$ cat config.mk
export PLATFORM = sky130hd
export DESIGN_NAME = pe_stream_driver_flat
export DESIGN_NICKNAME = d
export VERILOG_FILES = /design/src/rtl/pe_stream_pkg.sv /design/src/rtl/pe_stream_driver_if.sv /design/src/rtl/pe_sync_fifo.sv /design/src/rtl/pe_stream_driver.sv /design/src/flat_wrapper.sv
export SDC_FILE = /design/constraint.sdc
export NUM_CORES = 1
export LEC_CHECK = 0
export ABC_AREA = 1
export CAP_MARGIN = 10
export CORE_MARGIN = 3
export CORE_UTILIZATION = 40
export CTS_CLUSTER_DIAMETER = 60
export DETAILED_ROUTE_END_ITERATION = 7
export HOLD_SLACK_MARGIN = 0.03
export PLACE_DENSITY = 0.66
export SLEW_MARGIN = 5
export SYNTH_ARGS = -nofsm -noshare
export SYNTH_HDL_FRONTEND = slang
export SYNTH_HIERARCHICAL = 1
export SYNTH_SLANG_ARGS = --single-unit
$ cat constraint.sdc
create_clock -name CLK -period 4.82 [get_ports CLK]
set_input_delay 0.964 -clock CLK [delete_from_list [all_inputs] [get_ports CLK]]
set_output_delay 0.964 -clock CLK [all_outputs]
set_load 0.005 [all_outputs]
$ cat src/rtl/pe_stream_pkg.sv
// Shared types and constants for the PE stream driver.
//   DATA_W  : width of operand and result words
//   state_e : job FSM state encoding
package pe_stream_pkg;

  localparam int unsigned DATA_W = 64;

  typedef enum logic [1:0] {
    IDLE  = 2'd0,
    RUN   = 2'd1,
    DRAIN = 2'd2,
    FIN   = 2'd3
  } state_e;

endpackage

$ cat src/rtl/pe_stream_driver_if.sv
// Bundle of the job, host-operand, PE-channel and host-result signals.
//   master : driver side (pe_stream_driver)
//   slave  : environment side (host + PE wrapper)
interface pe_stream_driver_if
  import pe_stream_pkg::*;
#(
  parameter int unsigned LEN_W = 32
);
  // job control
  logic              START;
  logic [LEN_W-1:0]  LEN;
  logic              BUSY;
  logic              DONE;
  logic              ERR_Q2;
  // host operand stream
  logic [DATA_W-1:0] H_D;
  logic              H_VALID;
  logic              H_READY;
  // PE input channels
  logic [DATA_W-1:0] D;
  logic              D_VALID;
  logic              D_BP;
  logic [DATA_W-1:0] D2;
  logic              D2_VALID;
  logic              D2_BP;
  // PE result channels
  logic [DATA_W-1:0] Q;
  logic              Q_VALID;
  logic              Q_BP;
  logic [DATA_W-1:0] Q2;
  logic              Q2_VALID;
  logic              Q2_BP;
  // host result stream
  logic [DATA_W-1:0] R_D;
  logic              R_VALID;
  logic              R_READY;

  modport master (
    input  START, LEN, H_D, H_VALID, D_BP, D2_BP, Q, Q_VALID, Q2, Q2_VALID, R_READY,
    output BUSY, DONE, ERR_Q2, H_READY, D, D_VALID, D2, D2_VALID, Q_BP, Q2_BP, R_D, R_VALID
  );

  modport slave (
    output START, LEN, H_D, H_VALID, D_BP, D2_BP, Q, Q_VALID, Q2, Q2_VALID, R_READY,
    input  BUSY, DONE, ERR_Q2, H_READY, D, D_VALID, D2, D2_VALID, Q_BP, Q2_BP, R_D, R_VALID
  );

endinterface

$ cat src/rtl/pe_sync_fifo.sv
// Synchronous FIFO with occupancy count; writes when full and reads when
// empty are ignored.
//   clk_i, rst_i          : clock, synchronous active-high reset
//   wr_en_i / wr_data_i   : push
//   rd_en_i / rd_data_o   : pop; rd_data_o shows the head continuously
//   count_o, full_o, empty_o : registered occupancy status
module pe_sync_fifo #(
  parameter int unsigned DEPTH = 4,
  parameter int unsigned WIDTH = 64
) (
  input  logic                    clk_i,
  input  logic                    rst_i,
  input  logic                    wr_en_i,
  input  logic [WIDTH-1:0]        wr_data_i,
  input  logic                    rd_en_i,
  output logic [WIDTH-1:0]        rd_data_o,
  output logic [$clog2(DEPTH):0]  count_o,
  output logic                    full_o,
  output logic                    empty_o
);

  localparam int unsigned AW = $clog2(DEPTH);
  localparam int unsigned CW = AW + 1;

  logic [WIDTH-1:0] mem_q [DEPTH];
  logic [AW-1:0]    wr_ptr_q, wr_ptr_d;
  logic [AW-1:0]    rd_ptr_q, rd_ptr_d;
  logic [CW-1:0]    count_q, count_d;
  logic             wr_fire, rd_fire;

  assign full_o    = (count_q == CW'(DEPTH));
  assign empty_o   = (count_q == '0);
  assign count_o   = count_q;
  assign rd_data_o = mem_q[rd_ptr_q];
  assign wr_fire   = wr_en_i & ~full_o;
  assign rd_fire   = rd_en_i & ~empty_o;

  // Pointer and occupancy update; pointers wrap naturally (power-of-two depth).
  always_comb begin
    wr_ptr_d = wr_ptr_q;
    rd_ptr_d = rd_ptr_q;
    count_d  = count_q;
    if (wr_fire) wr_ptr_d = wr_ptr_q + AW'(1);
    if (rd_fire) rd_ptr_d = rd_ptr_q + AW'(1);
    case ({wr_fire, rd_fire})
      2'b10:   count_d = count_q + CW'(1);
      2'b01:   count_d = count_q - CW'(1);
      default: count_d = count_q;
    endcase
  end

  always_ff @(posedge clk_i) begin
    if (rst_i) begin
      wr_ptr_q <= '0;
      rd_ptr_q <= '0;
      count_q  <= '0;
    end else begin
      wr_ptr_q <= wr_ptr_d;
      rd_ptr_q <= rd_ptr_d;
      count_q  <= count_d;
    end
  end

  // Storage needs no reset: contents are only visible through the pointers.
  always_ff @(posedge clk_i) begin
    if (wr_fire) mem_q[wr_ptr_q] <= wr_data_i;
  end

endmodule

$ cat src/rtl/pe_stream_driver.sv
// Host-side driver for a 2-input/1-output PE: splits the interleaved host
// operand stream onto D (even words) / D2 (odd words), buffers PE results
// into a host ready/valid stream, and runs START/LEN jobs ending in DONE.
//   CLK, SYS_RST : clock, synchronous active-high reset
//   bus          : job, host-operand, PE-channel and host-result signals
module pe_stream_driver
  import pe_stream_pkg::*;
#(
  parameter int unsigned LEN_W       = 32,
  parameter int unsigned OFIFO_DEPTH = 4
) (
  input logic                CLK,
  input logic                SYS_RST,
  pe_stream_driver_if.master bus
);

  localparam int unsigned CNT_W  = LEN_W + 1;
  localparam int unsigned FCNT_W = $clog2(OFIFO_DEPTH) + 1;

  state_e            state_q, state_d;
  logic [LEN_W-1:0]  n_q, n_d;
  logic [LEN_W-1:0]  res_q, res_d;
  logic [CNT_W-1:0]  acc_q, acc_d;
  logic [CNT_W-1:0]  sent_q, sent_d;
  logic [DATA_W-1:0] hold_w_q, hold_w_d;
  logic              hold_v_q, hold_v_d;
  logic              hold_ch_q, hold_ch_d;
  logic              chan_q, chan_d;
  logic              err_q, err_d;

  logic [CNT_W-1:0]  words_c;
  logic              hold_bp, send, h_ready, h_acc;
  logic              active, r_fire, res_fire;
  logic [FCNT_W-1:0] fifo_cnt;
  logic              fifo_empty;
  logic              unused_fifo_full;
  logic              unused_q2;

  // Q2 data is discarded; only its valid is monitored.
  assign unused_q2 = ^bus.Q2;

  // Operand handshake: the hold slot frees up in the same cycle it drains.
  assign words_c  = {n_q, 1'b0};
  assign hold_bp  = hold_ch_q ? bus.D2_BP : bus.D_BP;
  assign send     = hold_v_q & ~hold_bp;
  assign h_ready  = (state_q == RUN) & (acc_q < words_c) & (~hold_v_q | send);
  assign h_acc    = bus.H_VALID & h_ready;

  // Only reads during a job count towards its N results.
  assign active   = (state_q == RUN) | (state_q == DRAIN);
  assign r_fire   = ~fifo_empty & bus.R_READY;
  assign res_fire = r_fire & active;

  pe_sync_fifo #(
    .DEPTH (OFIFO_DEPTH),
    .WIDTH (DATA_W)
  ) u_ofifo (
    .clk_i     (CLK),
    .rst_i     (SYS_RST),
    .wr_en_i   (bus.Q_VALID),
    .wr_data_i (bus.Q),
    .rd_en_i   (bus.R_READY),
    .rd_data_o (bus.R_D),
    .count_o   (fifo_cnt),
    .full_o    (unused_fifo_full),
    .empty_o   (fifo_empty)
  );

  // Next-state and datapath updates.
  always_comb begin
    state_d   = state_q;
    n_d       = n_q;
    res_d     = res_q;
    acc_d     = acc_q;
    sent_d    = sent_q;
    hold_w_d  = hold_w_q;
    hold_ch_d = hold_ch_q;
    chan_d    = chan_q;
    hold_v_d  = h_acc | (hold_v_q & ~send);
    err_d     = err_q | bus.Q2_VALID;

    if (h_acc) begin
      hold_w_d  = bus.H_D;
      hold_ch_d = chan_q;
      chan_d    = ~chan_q;
      acc_d     = acc_q + CNT_W'(1);
    end
    if (send)     sent_d = sent_q + CNT_W'(1);
    if (res_fire) res_d  = res_q + LEN_W'(1);

    unique case (state_q)
      IDLE: begin
        if (bus.START) begin
          n_d     = bus.LEN;
          res_d   = '0;
          acc_d   = '0;
          sent_d  = '0;
          chan_d  = 1'b0;
          err_d   = 1'b0;
          state_d = (bus.LEN != '0) ? RUN : FIN;
        end
      end
      RUN: begin
        if (sent_d == words_c) state_d = DRAIN;
      end
      DRAIN: begin
        if (res_d >= n_q) state_d = FIN;
      end
      FIN: begin
        state_d = IDLE;
      end
      default: state_d = IDLE;
    endcase
  end

  always_ff @(posedge CLK) begin
    if (SYS_RST) begin
      state_q   <= IDLE;
      n_q       <= '0;
      res_q     <= '0;
      acc_q     <= '0;
      sent_q    <= '0;
      hold_w_q  <= '0;
      hold_v_q  <= 1'b0;
      hold_ch_q <= 1'b0;
      chan_q    <= 1'b0;
      err_q     <= 1'b0;
    end else begin
      state_q   <= state_d;
      n_q       <= n_d;
      res_q     <= res_d;
      acc_q     <= acc_d;
      sent_q    <= sent_d;
      hold_w_q  <= hold_w_d;
      hold_v_q  <= hold_v_d;
      hold_ch_q <= hold_ch_d;
      chan_q    <= chan_d;
      err_q     <= err_d;
    end
  end

  // Valids are withdrawn in the same cycle the PE raises backpressure.
  assign bus.BUSY     = (state_q != IDLE);
  assign bus.DONE     = (state_q == FIN);
  assign bus.ERR_Q2   = err_q;
  assign bus.H_READY  = h_ready;
  assign bus.D        = hold_w_q;
  assign bus.D2       = hold_w_q;
  assign bus.D_VALID  = hold_v_q & ~hold_ch_q & ~bus.D_BP;
  assign bus.D2_VALID = hold_v_q &  hold_ch_q & ~bus.D2_BP;
  assign bus.Q_BP     = (fifo_cnt >= FCNT_W'(OFIFO_DEPTH - 1));
  assign bus.Q2_BP    = 1'b0;
  assign bus.R_VALID  = ~fifo_empty;

endmodule

$ cat src/flat_wrapper.sv
// flat-port wrapper written by rule: the top's interface ports become plain ports
module pe_stream_driver_flat import pe_stream_pkg::*;
#(
  parameter int unsigned LEN_W       = 32,
  parameter int unsigned OFIFO_DEPTH = 4
)
  (CLK, SYS_RST, bus_START, bus_LEN, bus_H_D, bus_H_VALID, bus_D_BP, bus_D2_BP, bus_Q, bus_Q_VALID, bus_Q2, bus_Q2_VALID, bus_R_READY, bus_BUSY, bus_DONE, bus_ERR_Q2, bus_H_READY, bus_D, bus_D_VALID, bus_D2, bus_D2_VALID, bus_Q_BP, bus_Q2_BP, bus_R_D, bus_R_VALID);
  pe_stream_driver_if #(.LEN_W(LEN_W)) bus_i ();
  input logic CLK;
  input logic SYS_RST;
  input wire logic [$bits(bus_i.START)-1:0] bus_START;
  input wire logic [$bits(bus_i.LEN)-1:0] bus_LEN;
  input wire logic [$bits(bus_i.H_D)-1:0] bus_H_D;
  input wire logic [$bits(bus_i.H_VALID)-1:0] bus_H_VALID;
  input wire logic [$bits(bus_i.D_BP)-1:0] bus_D_BP;
  input wire logic [$bits(bus_i.D2_BP)-1:0] bus_D2_BP;
  input wire logic [$bits(bus_i.Q)-1:0] bus_Q;
  input wire logic [$bits(bus_i.Q_VALID)-1:0] bus_Q_VALID;
  input wire logic [$bits(bus_i.Q2)-1:0] bus_Q2;
  input wire logic [$bits(bus_i.Q2_VALID)-1:0] bus_Q2_VALID;
  input wire logic [$bits(bus_i.R_READY)-1:0] bus_R_READY;
  output wire logic [$bits(bus_i.BUSY)-1:0] bus_BUSY;
  output wire logic [$bits(bus_i.DONE)-1:0] bus_DONE;
  output wire logic [$bits(bus_i.ERR_Q2)-1:0] bus_ERR_Q2;
  output wire logic [$bits(bus_i.H_READY)-1:0] bus_H_READY;
  output wire logic [$bits(bus_i.D)-1:0] bus_D;
  output wire logic [$bits(bus_i.D_VALID)-1:0] bus_D_VALID;
  output wire logic [$bits(bus_i.D2)-1:0] bus_D2;
  output wire logic [$bits(bus_i.D2_VALID)-1:0] bus_D2_VALID;
  output wire logic [$bits(bus_i.Q_BP)-1:0] bus_Q_BP;
  output wire logic [$bits(bus_i.Q2_BP)-1:0] bus_Q2_BP;
  output wire logic [$bits(bus_i.R_D)-1:0] bus_R_D;
  output wire logic [$bits(bus_i.R_VALID)-1:0] bus_R_VALID;
  assign bus_i.START = bus_START;
  assign bus_i.LEN = bus_LEN;
  assign bus_i.H_D = bus_H_D;
  assign bus_i.H_VALID = bus_H_VALID;
  assign bus_i.D_BP = bus_D_BP;
  assign bus_i.D2_BP = bus_D2_BP;
  assign bus_i.Q = bus_Q;
  assign bus_i.Q_VALID = bus_Q_VALID;
  assign bus_i.Q2 = bus_Q2;
  assign bus_i.Q2_VALID = bus_Q2_VALID;
  assign bus_i.R_READY = bus_R_READY;
  assign bus_BUSY = bus_i.BUSY;
  assign bus_DONE = bus_i.DONE;
  assign bus_ERR_Q2 = bus_i.ERR_Q2;
  assign bus_H_READY = bus_i.H_READY;
  assign bus_D = bus_i.D;
  assign bus_D_VALID = bus_i.D_VALID;
  assign bus_D2 = bus_i.D2;
  assign bus_D2_VALID = bus_i.D2_VALID;
  assign bus_Q_BP = bus_i.Q_BP;
  assign bus_Q2_BP = bus_i.Q2_BP;
  assign bus_R_D = bus_i.R_D;
  assign bus_R_VALID = bus_i.R_VALID;
  pe_stream_driver #(.LEN_W(LEN_W), .OFIFO_DEPTH(OFIFO_DEPTH)) u_core (.CLK(CLK), .SYS_RST(SYS_RST), .bus(bus_i));
endmodule
==> flow_summary.toml, run 1 <==
[outcome]
run_status = "finished, final reports clean"

[floorplanning]
coreArea_um2 = 54200
total_die_area_um2 = 58000
placement_rows = 85
chipWidth_um = 241
num_io_pins = 434
initial_core_utilization_pct = 40.7
die_height_um = 241

[global_route]
first_global_vias = 17300
grtUsageTotal_pct = 19.9
gr-total-overflow = 0
grt_antenna_before_repair = 3
grt_max_degree = 92
grt_first_pass_wirelength_mm = 91.8

[clocking]
clk_pin_slew_ns = 0.06
clk_path_buf_depth = 3
post_cts_resize_count = 0
clock_buffer_count_from_cts = 52
ctsHoldBuffers = 0
cts_tree = "built"
clk-insertion-delay-late_ns = 0.61
cts_root_buffer = "clkbuf_16"
postCtsSetupRepairBufs = 0
tritoncts_num_sinks = 465
cts_htree_levels = 2

[synthesis]
post_synthesis_mean_instance_area_um2 = 8.98
ys.warnings.count = 6
syn-num-nets = 2768
syn_area_um2 = 22100
syn-instance-count = 2458

[detailed_routing]
dr.pass1.iters = 7
initialDrtViolationCount = 1019
route.vias.total = 17700
route.antenna.remaining_nets = 0
drc = 0
postRouteWirelength_mm = 60.4
post_drt_via_cell_ratio = 5.10
avgRoutedWirePerCell_um = 17.4

[placed_design]
numPlacedInstances = 3373
place_congestion = 0.900
detailed_place_hpwl_mm = 41.4
port-buffer-count = 368

[timing]
hold_violations = 0
grt_setup_unrepaired = "false"
timing.final.crit_share_pct = 89.3
pins_over_slew_limit = 0
timing_worst_slew_pin_value_ns = 1.04
setup_viol = 0
period_needed_ns = 4.30
final_hold_slack_ns = 0.483
fmax_mhz = 232
headroom_to_the_max_slew_limit_pct = 30.8
finalClockSkew_ns = 0.0347
totalNegativeSetupSlack_ns = 0

[worst_setup_path]
cp.arrival_ns = 4.80
critical_path.endpoint = "u_core/state_q[0]"
r2r_slack_ns = 0.52
timing.critical_path.fanout_max = 5
setup.worst_path.class = "reg -> reg"
critPathLaunch = "u_core/state_q[0]"
timing.critical_path.to_type = "flip-flop"
required_ns = 5.32
setup.worst_path.start_class = "flip-flop"
rr_endpoint = "u_core/state_q[0]"
critical_path.reg2reg.startpoint = "u_core/state_q[0]"
ff2ff_path_depth = 22

[cells_and_area]
drive_gt1_share_pct = 5.91
non_filler_instance_count_after_layout = 3471
final_nets = 3041
num_antenna_cells = 0
synthToLayoutAreaGrowth_pct = 24.7

[pwr]
leakage_nw = 10.2
worst_vdd_rail_ir_drop_v = 0.000594
tot_pwr_mw = 12.6
power_per_cell_area_nw_per_um2 = 457

[hold_path]
worst_hold_path_type = "reg -> reg"

[job]
drv.max_cap_violation_count = 0
-- critical path: stages (launching register included) --
cell and delay [ns]:
dfxtp_1 0.38, inv_1 0.10, ha_1 0.42, nand3_4 0.16, nor2_4 0.14, inv_1 0.09
nor4_1 0.41, nand2_1 0.19, nor4_1 0.32, nand3_1 0.14, xor2_1 0.22, inv_1 0.07
ha_1 0.27, nand4_1 0.11, nor3_1 0.27, and3_1 0.27, nand4_1 0.09, nand4_1 0.12
o21ai_0 0.09, inv_1 0.11, nand3_1 0.09, nand2_1 0.07, nor2_1 0.05
-- layer usage --
layer | wire length [um] | global-route usage [%] | up-vias | part of all wire, %
met5 | 39 | 0 | - | 0.065
met4 | 1280 | 5.27 | 6 | 2.1
met3 | 3910 | 4.50 | 92 | 6.5
met2 | 29600 | 33.9 | 473 | 49
met1 | 25600 | 25.5 | 8339 | 42
li1 | - | - | 8782 | -
-- cells in the final DEF (no fill, tap or decap), types with 3 or more instances in the layout --
cell type        count
nand3b_1            11
o21ai_0            128
dfxtp_1            207
nor4_1              18
clkbuf_16           52
o21bai_1             3
o22ai_1             64
bufinv_16            5
and2_1               4
nand2_1            440
inv_1              211
clkbuf_1             6
buf_4               17
nor2_4              14
xor2_1              51
nand3_4              4
clkinv_2             8
a21oi_1            156
clkdlybuf4s50_1    366
nand2_2              9
clkinv_1            10
o211ai_1             3
xnor2_1              9
nor2_1             305
nand4_1             16
nor2_2              12
clkinvlp_4           8
nand3_2              7
clkinv_4             3
edfxtp_1           256
nor3_1              27
nand3_1            174
o21ai_1             58
nand2_4              3
ha_1                76
nor3_2               4
-- per-stage QoR --
| stage | setup slack, ns | cell area (um^2) | util [%] |
|---|---|---|---|
| CTS | 0.629 | 27500 | 50.8 |
| finish | 0.517 | 27500 | 50.8 |
| detailed placement | 0.0659 | 25800 | 47.5 |
| floorplan | 0.545 | 22100 | - |
| global placement | 0.0688 | 25800 | 47.5 |
| global route | 0.279 | 27500 | 50.8 |
-- how the worst min path moves through the flow --
stage	end	from	cells after the start	slack, ns
2_1_floorplan	flip-flop	u_core/u_ofifo/rd_ptr_q[1]	2	0.46
3_3_place_gp	u_core/bus.ERR_Q2	u_core/bus.ERR_Q2	2	0.46
3_5_place_dp	u_core/bus.ERR_Q2	u_core/bus.ERR_Q2	2	0.47
4_1_cts	u_core/bus.D[43]	u_core/bus.D[43]	2	0.49
5_1_grt	u_core/bus.ERR_Q2	u_core/bus.ERR_Q2	2	0.50
6_report	u_core/bus.ERR_Q2	u_core/bus.ERR_Q2	2	0.48
-- state kept, by name, summed over array words and instances, names as in the netlist, named ones only --
name / count
u_core/res_q: 32
u_core/bus.ERR_Q2: 1
u_core/n_q: 32
u_core/acc_q: 33
u_core/u_ofifo/rd_ptr_q: 2
u_core/state_q: 2
u_core/u_ofifo/mem_q: 256
u_core/u_ofifo/wr_ptr_q: 2
u_core/hold_ch_q: 1
u_core/bus.D: 64
u_core/hold_v_q: 1
u_core/u_ofifo/count_o: 3
u_core/chan_q: 1
u_core/sent_q: 33
-- power by group --
group / total [mW] / leakage, nW / switching, mW / internal (mW)
Clock: 4.00 / 0.833 / 1.69 / 2.31
Sequential: 4.90 / 4.05 / 0.283 / 4.61
Combinational: 3.67 / 5.31 / 2.10 / 1.57
-- area by class of cell --
cell class | count | area, um^2
clock buffer | 60 | 1350
clock inverter | 38 | 410
fill | 4994 | 26700
inverter | 215 | 808
multi-input combinational | 1612 | 8410
sequential | 465 | 11900
tap | 696 | 871
timing repair buffer | 385 | 3800
Note: power is estimated with default switching activity, not from simulation.
==> inputs of run 2 (changes only) <==
CELL_PAD_IN_SITES_DETAIL_PLACEMENT = 0   (was unset)
CELL_PAD_IN_SITES_GLOBAL_PLACEMENT = 2   (was unset)
CORE_UTILIZATION = 31   (was 40)
PLACE_DENSITY = 0.81   (was 0.66)
==> run 2 against run 1 <==
  * Final area increased by 2.4%
  * Die area increased by 28%
  * Register-to-register slack got worse by 0.06 ns
  * Combinational power increased by 3%
  * Hold slack lost 0.00078 ns
  * Largest cell class unchanged
==> flow_summary.toml, run 2 (synthesis results as in run 1) <==
[global_route]
grt_max_degree = 92
grtUsageTotal_pct = 17.2
first_global_vias = 17400
gr-total-overflow = 0
grt_first_pass_wirelength_mm = 101
grt_antenna_before_repair = 7

[floorplanning]
coreArea_um2 = 70300
chipWidth_um = 273
num_io_pins = 434
total_die_area_um2 = 74500
placement_rows = 97
die_height_um = 273
initial_core_utilization_pct = 31.4

[clocking]
cts_root_buffer = "clkbuf_16"
ctsHoldBuffers = 0
cts_tree = "built"
clk_pin_slew_ns = 0.05
cts_htree_levels = 2
clk_path_buf_depth = 3
tritoncts_num_sinks = 465
clk-insertion-delay-late_ns = 0.63
clock_buffer_count_from_cts = 56

[placed_design]
port-buffer-count = 368
post-place-ws_ns = -0.191
numPlacedInstances = 3629
place_congestion = 0.813
detailed_place_hpwl_mm = 46.2

[pwr]
p_comb_share_pct = 28.9
power_switching_share_pct = 32.1
power.sequential.fraction_pct = 37.5
share_clk_of_total_power_pct = 33.6
worst_vdd_rail_ir_drop_v = 0.000275
power_report.internal_total_mw = 8.85
leakage_nw = 10.4
power_per_cell_area_nw_per_um2 = 463
switching_power_mw = 4.19
tot_pwr_mw = 13.0

[timing]
timing_worst_slew_pin_value_ns = 1.04
finalClockSkew_ns = 0.0235
hold_violations = 0
setup_viol = 0
final_hold_slack_ns = 0.483
fmax_mhz = 229
grt_setup_unrepaired = "false"
pins_over_slew_limit = 0
headroom_to_the_max_slew_limit_pct = 30.5
period_needed_ns = 4.36
timing.final.crit_share_pct = 90.4
worst_setup_margin_ns = 0.461

[cells_and_area]
max_flop_register = "u_core/u_ofifo/mem_q"
mostFrequentLayoutCell = "nand2_1"
non_filler_instance_count_after_layout = 3734
finalCoreUtilization_pct = 40.1
synthToLayoutAreaGrowth_pct = 27.6
drive_gt1_share_pct = 6.41
largest_register_ffs = 256
final_nets = 3057
layout.cells.most_common_list = "nand2_1, clkdlybuf4s50_1, nor2_1"
final.fill_count = 6900

[worst_setup_path]
critical_path.slowest_cell = "ha_1"
path_delay_family = "simple AND/OR/NAND/NOR gates"
worst_path_buffer_plus_inverter_count = 6
cp.arrival_ns = 4.87
setup.worst_path.start_class = "flip-flop"
worst_path_largest_cell_delay_ns = 0.45
timing.critical_path.fanout_max = 4
cp_cell_sequence = "inv_1 -> ha_1 -> nand3_4 -> nor2_4 -> inv_1 -> nor4_1 -> buf_4 -> nand2_1 -> nor4_2 -> buf_4 -> nand3_1 -> xor2_1 -> inv_1 -> ha_1 -> nand4_1 -> nor3_1 -> and3_1 -> nand4_1 -> nand4_1 -> o21ai_0 -> inv_1 -> nand3_1 -> nand2_1 -> nor2_1"
setup.worst_path.class = "reg -> reg"
timing.critical_path.to_type = "flip-flop"
critical_path.most_common_cell = "inv_1"
required_ns = 5.33

[detailed_routing]
drc = 0
route.vias.total = 17600
postRouteWirelength_mm = 66.0
post_drt_via_cell_ratio = 4.72
route.antenna.remaining_nets = 0
dr.pass1.iters = 5
avgRoutedWirePerCell_um = 17.7
initialDrtViolationCount = 1101

[job]
drv.max_cap_violation_count = 0

[hold_path]
worst_hold_path_type = "reg -> reg"

[outcome]
run_status = "finished, final reports clean"
==> run 2: area by class of cell <==
type	instances	area (um^2)	share of cell area (%)
multi-input cells	1612	8420	29.9
inverters	215	808	2.87
clock inverters	31	452	1.60
repair buffers	397	3960	14.0
well taps	940	1180	4.17
diodes	2	5.00	0.0178
clock buffers	72	1490	5.29
flip-flops and latches	465	11900	42.1
==> run 2: repair_timing <==
item	in CTS	in global routing
buffers inserted	0	0
endpoints found under the setup margin	0	2
resized for setup	0	1
==> run 2: layer usage <==
layer  global-route usage [%]  vias to the layer above  part of all wire, %
li1                         -                     8818                    -
met1                     21.5                     8324                   42
met2                     30.3                      374                   50
met3                     3.20                       95                  5.4
met4                     4.62                        4                  2.2
met5                        0                        -                0.035
==> run 2: power groups by stage <==
| stage | sequential, mW | clock (mW) | combinational [mW] |
|---|---|---|---|
| 6_report | 4.89 | 4.38 | 3.77 |
| 3_3_place_gp | 4.96 | 0 | 3.75 |
| 5_1_grt | 4.94 | 4.68 | 4.21 |
| 2_1_floorplan | 4.89 | 0 | 2.20 |
| 3_5_place_dp | 4.98 | 0 | 3.82 |
| 4_1_cts | 4.90 | 4.52 | 3.84 |
==> run 2: worst register-to-register path, cell delays in order (launching register included) <==
cell and delay, ns:
dfxtp_1 0.39, inv_1 0.11, ha_1 0.45, nand3_4 0.15, nor2_4 0.11, inv_1 0.08, nor4_1 0.26, buf_4 0.18
nand2_1 0.07, nor4_2 0.26, buf_4 0.17, nand3_1 0.07, xor2_1 0.20, inv_1 0.08, ha_1 0.27, nand4_1 0.12
nor3_1 0.30, and3_1 0.27, nand4_1 0.10, nand4_1 0.18, o21ai_0 0.11, inv_1 0.11, nand3_1 0.09, nand2_1 0.07
nor2_1 0.06
==> run 2: path summary, 6_finish.rpt <==
path | start | endpoint | slack [ns] | cells past startpoint
worst max-delay path | u_core/state_q[1] | u_core/state_q[1] | 0.46 | 24
worst max register to register | u_core/state_q[1] | u_core/state_q[1] | 0.46 | 24
worst min-delay path | u_core/bus.ERR_Q2 | u_core/bus.ERR_Q2 | 0.48 | 2
worst min register to register | u_core/bus.ERR_Q2 | u_core/bus.ERR_Q2 | 0.48 | 2
==> run 2: stage by stage <==
stage | TNS (ns) | cell area, um^2
detailed placement | -0.364 | 26200
floorplan | 0 | 22100
global placement | -0.477 | 26200
CTS | 0 | 28200
finish | 0 | 28200
global route | 0 | 28200
==> inputs of run 3 (changes only) <==
==> constraint.sdc (replaced) <==
create_clock -name CLK -period 4.5 [get_ports CLK]
set_input_delay 0.9 -clock CLK [delete_from_list [all_inputs] [get_ports CLK]]
set_output_delay 0.9 -clock CLK [all_outputs]
set_load 0.1 [all_outputs]
==> run 3 against run 2 <==
  * Via count about the same
  * Fmax is 7.2% higher
  * First-iteration DRC count up 5.5%
  * Clock power increased by 5.9%
  * Hold slack barely moved
  * Non-clock buffer count grew 13
  * Combinational power increased by 120%
  * Wire length down 0.22%
  * Clock skew grew 0.032 ns
  * Final area increased by 2.8%
  * Core utilization is 1.1 points higher
  * Critical path type unchanged
  * Largest cell class unchanged
  * Largest power group is now combinational cells
  * Highest routed layer unchanged
==> flow_summary.toml, run 3 (synthesis results as in run 1) <==
[detailed_routing]
dr.pass1.iters = 5
post_drt_via_cell_ratio = 4.69
route.antenna.remaining_nets = 0
postRouteWirelength_mm = 65.9
avgRoutedWirePerCell_um = 17.6
drc = 0
route.vias.total = 17600
initialDrtViolationCount = 1162

[cells_and_area]
finalInstanceArea_um2 = 29000
layout.cells.most_common_list = "nand2_1, nor2_1, clkdlybuf4s50_1"
drive_gt1_share_pct = 9.54
synthToLayoutAreaGrowth_pct = 31.2
mostFrequentLayoutCell = "nand2_1"
final_nets = 3071
non_filler_instance_count_after_layout = 3752
largest_register_ffs = 256
max_flop_register = "u_core/u_ofifo/mem_q"
finalCoreUtilization_pct = 41.2

[placed_design]
placement.cell_area_um2 = 27000
post-place-ws_ns = -0.227
port-buffer-count = 368
detailed_place_hpwl_mm = 45.8
numPlacedInstances = 3642
place_congestion = 0.820

[worst_setup_path]
worst_path_buffer_plus_inverter_count = 3
ff2ff_path_depth = 26
worst_path_largest_cell_delay_ns = 0.40
setup.worst_path.class = "reg -> reg"
timing.critical_path.to_type = "flip-flop"
cp_num_cells = 26
cp.arrival_ns = 4.61
path_delay_family = "simple AND/OR/NAND/NOR gates"
setup.worst_path.start_class = "flip-flop"
critical_path.most_common_cell = "nor2_4"
required_ns = 5.04
timing.critical_path.fanout_max = 4
critical_path.slowest_cell = "ha_2"

[clocking]
clk_pin_slew_ns = 0.06
tritoncts_num_sinks = 465
clk-insertion-delay-late_ns = 0.64
cts_root_buffer = "clkbuf_16"
clock_buffer_count_from_cts = 57
cts_htree_levels = 2
cts_tree = "built"
clk_path_buf_depth = 3
postCtsSetupRepairBufs = 0

[timing]
hold_violations = 0
pins_over_slew_limit = 0
worst_setup_margin_ns = 0.432
grt_setup_unrepaired = "false"
timing.final.crit_share_pct = 90.4
fmax_mhz = 246
period_needed_ns = 4.07
finalClockSkew_ns = 0.0559
headroom_to_the_max_slew_limit_pct = 31.3
setup_viol = 0
timing_worst_slew_pin_value_ns = 1.03

[floorplanning]
total_die_area_um2 = 74500
num_io_pins = 434
placement_rows = 97
chipWidth_um = 273
coreArea_um2 = 70300
die_height_um = 273
initial_core_utilization_pct = 31.4

[job]
drv.max_cap_violation_count = 0

[hold_path]
worst_hold_path_type = "reg -> reg"
hold_depth = 2

[global_route]
grt_first_pass_wirelength_mm = 99.6
first_global_vias = 17200
grt_antenna_before_repair = 6
gr-total-overflow = 0
grt_max_degree = 92
grtUsageTotal_pct = 17.0

[pwr]
tot_pwr_mw = 18.0
worst_vdd_rail_ir_drop_v = 0.000417
power_per_cell_area_nw_per_um2 = 623
leakage_nw = 10.8

[outcome]
run_status = "finished, final reports clean"
run 3: cell types whose count changed in the layout (fill, tap and decap cells not counted), moves of 3 or more:
cell / change
buf_12: +67
buf_4: +13
bufinv_16: -3
clkbuf_1: -3
clkdlybuf4s50_1: -67
inv_6: +3
run 3: what timing repair did:
item	4_1_cts	5_1_grt
setup endpoints to repair	0	2
gates resized for setup	0	2
hold buffers	0	0
run 3: final timing paths:
| path | startpoint | to | slack, ns |
|---|---|---|---|
| hold / removal | u_core/bus.D[61] | u_core/bus.D[61] | 0.48 |
| setup / recovery | u_core/state_q[0] | u_core/state_q[0] | 0.43 |
| hold reg to reg | u_core/bus.D[61] | u_core/bus.D[61] | 0.48 |
| setup reg to reg | u_core/state_q[0] | u_core/state_q[0] | 0.43 |
run 3: report_power, final:
group,total (mW),internal (mW),switching [mW],leakage (nW)
logic,8.17,2.30,5.87,5.82
clock network,4.64,2.74,1.90,0.952
registers,5.22,4.94,0.287,4.05
total,18.0,9.98,8.05,10.8
run 3: area by class of cell:
type / count / area (um^2)
inverter: 215 / 808
clock inverter: 35 / 418
fill: 6857 / 41300
multi-input combinational: 1612 / 8420
tap: 940 / 1180
antenna: 3 / 7.51
sequential: 465 / 11900
clock buffer: 72 / 1530
timing repair buffer: 410 / 4720
run 3: metrics by stage:
stage,setup TNS (ns),hold slack (ns)
6_report,0,0.483
5_1_grt,0,0.506
4_1_cts,0,0.486
3_5_place_dp,-0.398,0.469
3_3_place_gp,-0.405,0.462
2_1_floorplan,0,0.459
run 3: per-layer routing:
layer | up-vias | track usage (%) | share of wire [%] | wire length, um
met5 | - | 0 | 0.041 | 27
met4 | 4 | 5.00 | 2.6 | 1680
met3 | 96 | 2.86 | 5.3 | 3470
met2 | 374 | 29.2 | 49 | 32200
met1 | 8266 | 22.0 | 43 | 28500
li1 | 8860 | - | - | -
run 3: worst min-delay path: stages (launching register included):
cell and delay (ns):
dfxtp_1 0.32, nand2_1 0.06, a21oi_1 0.05
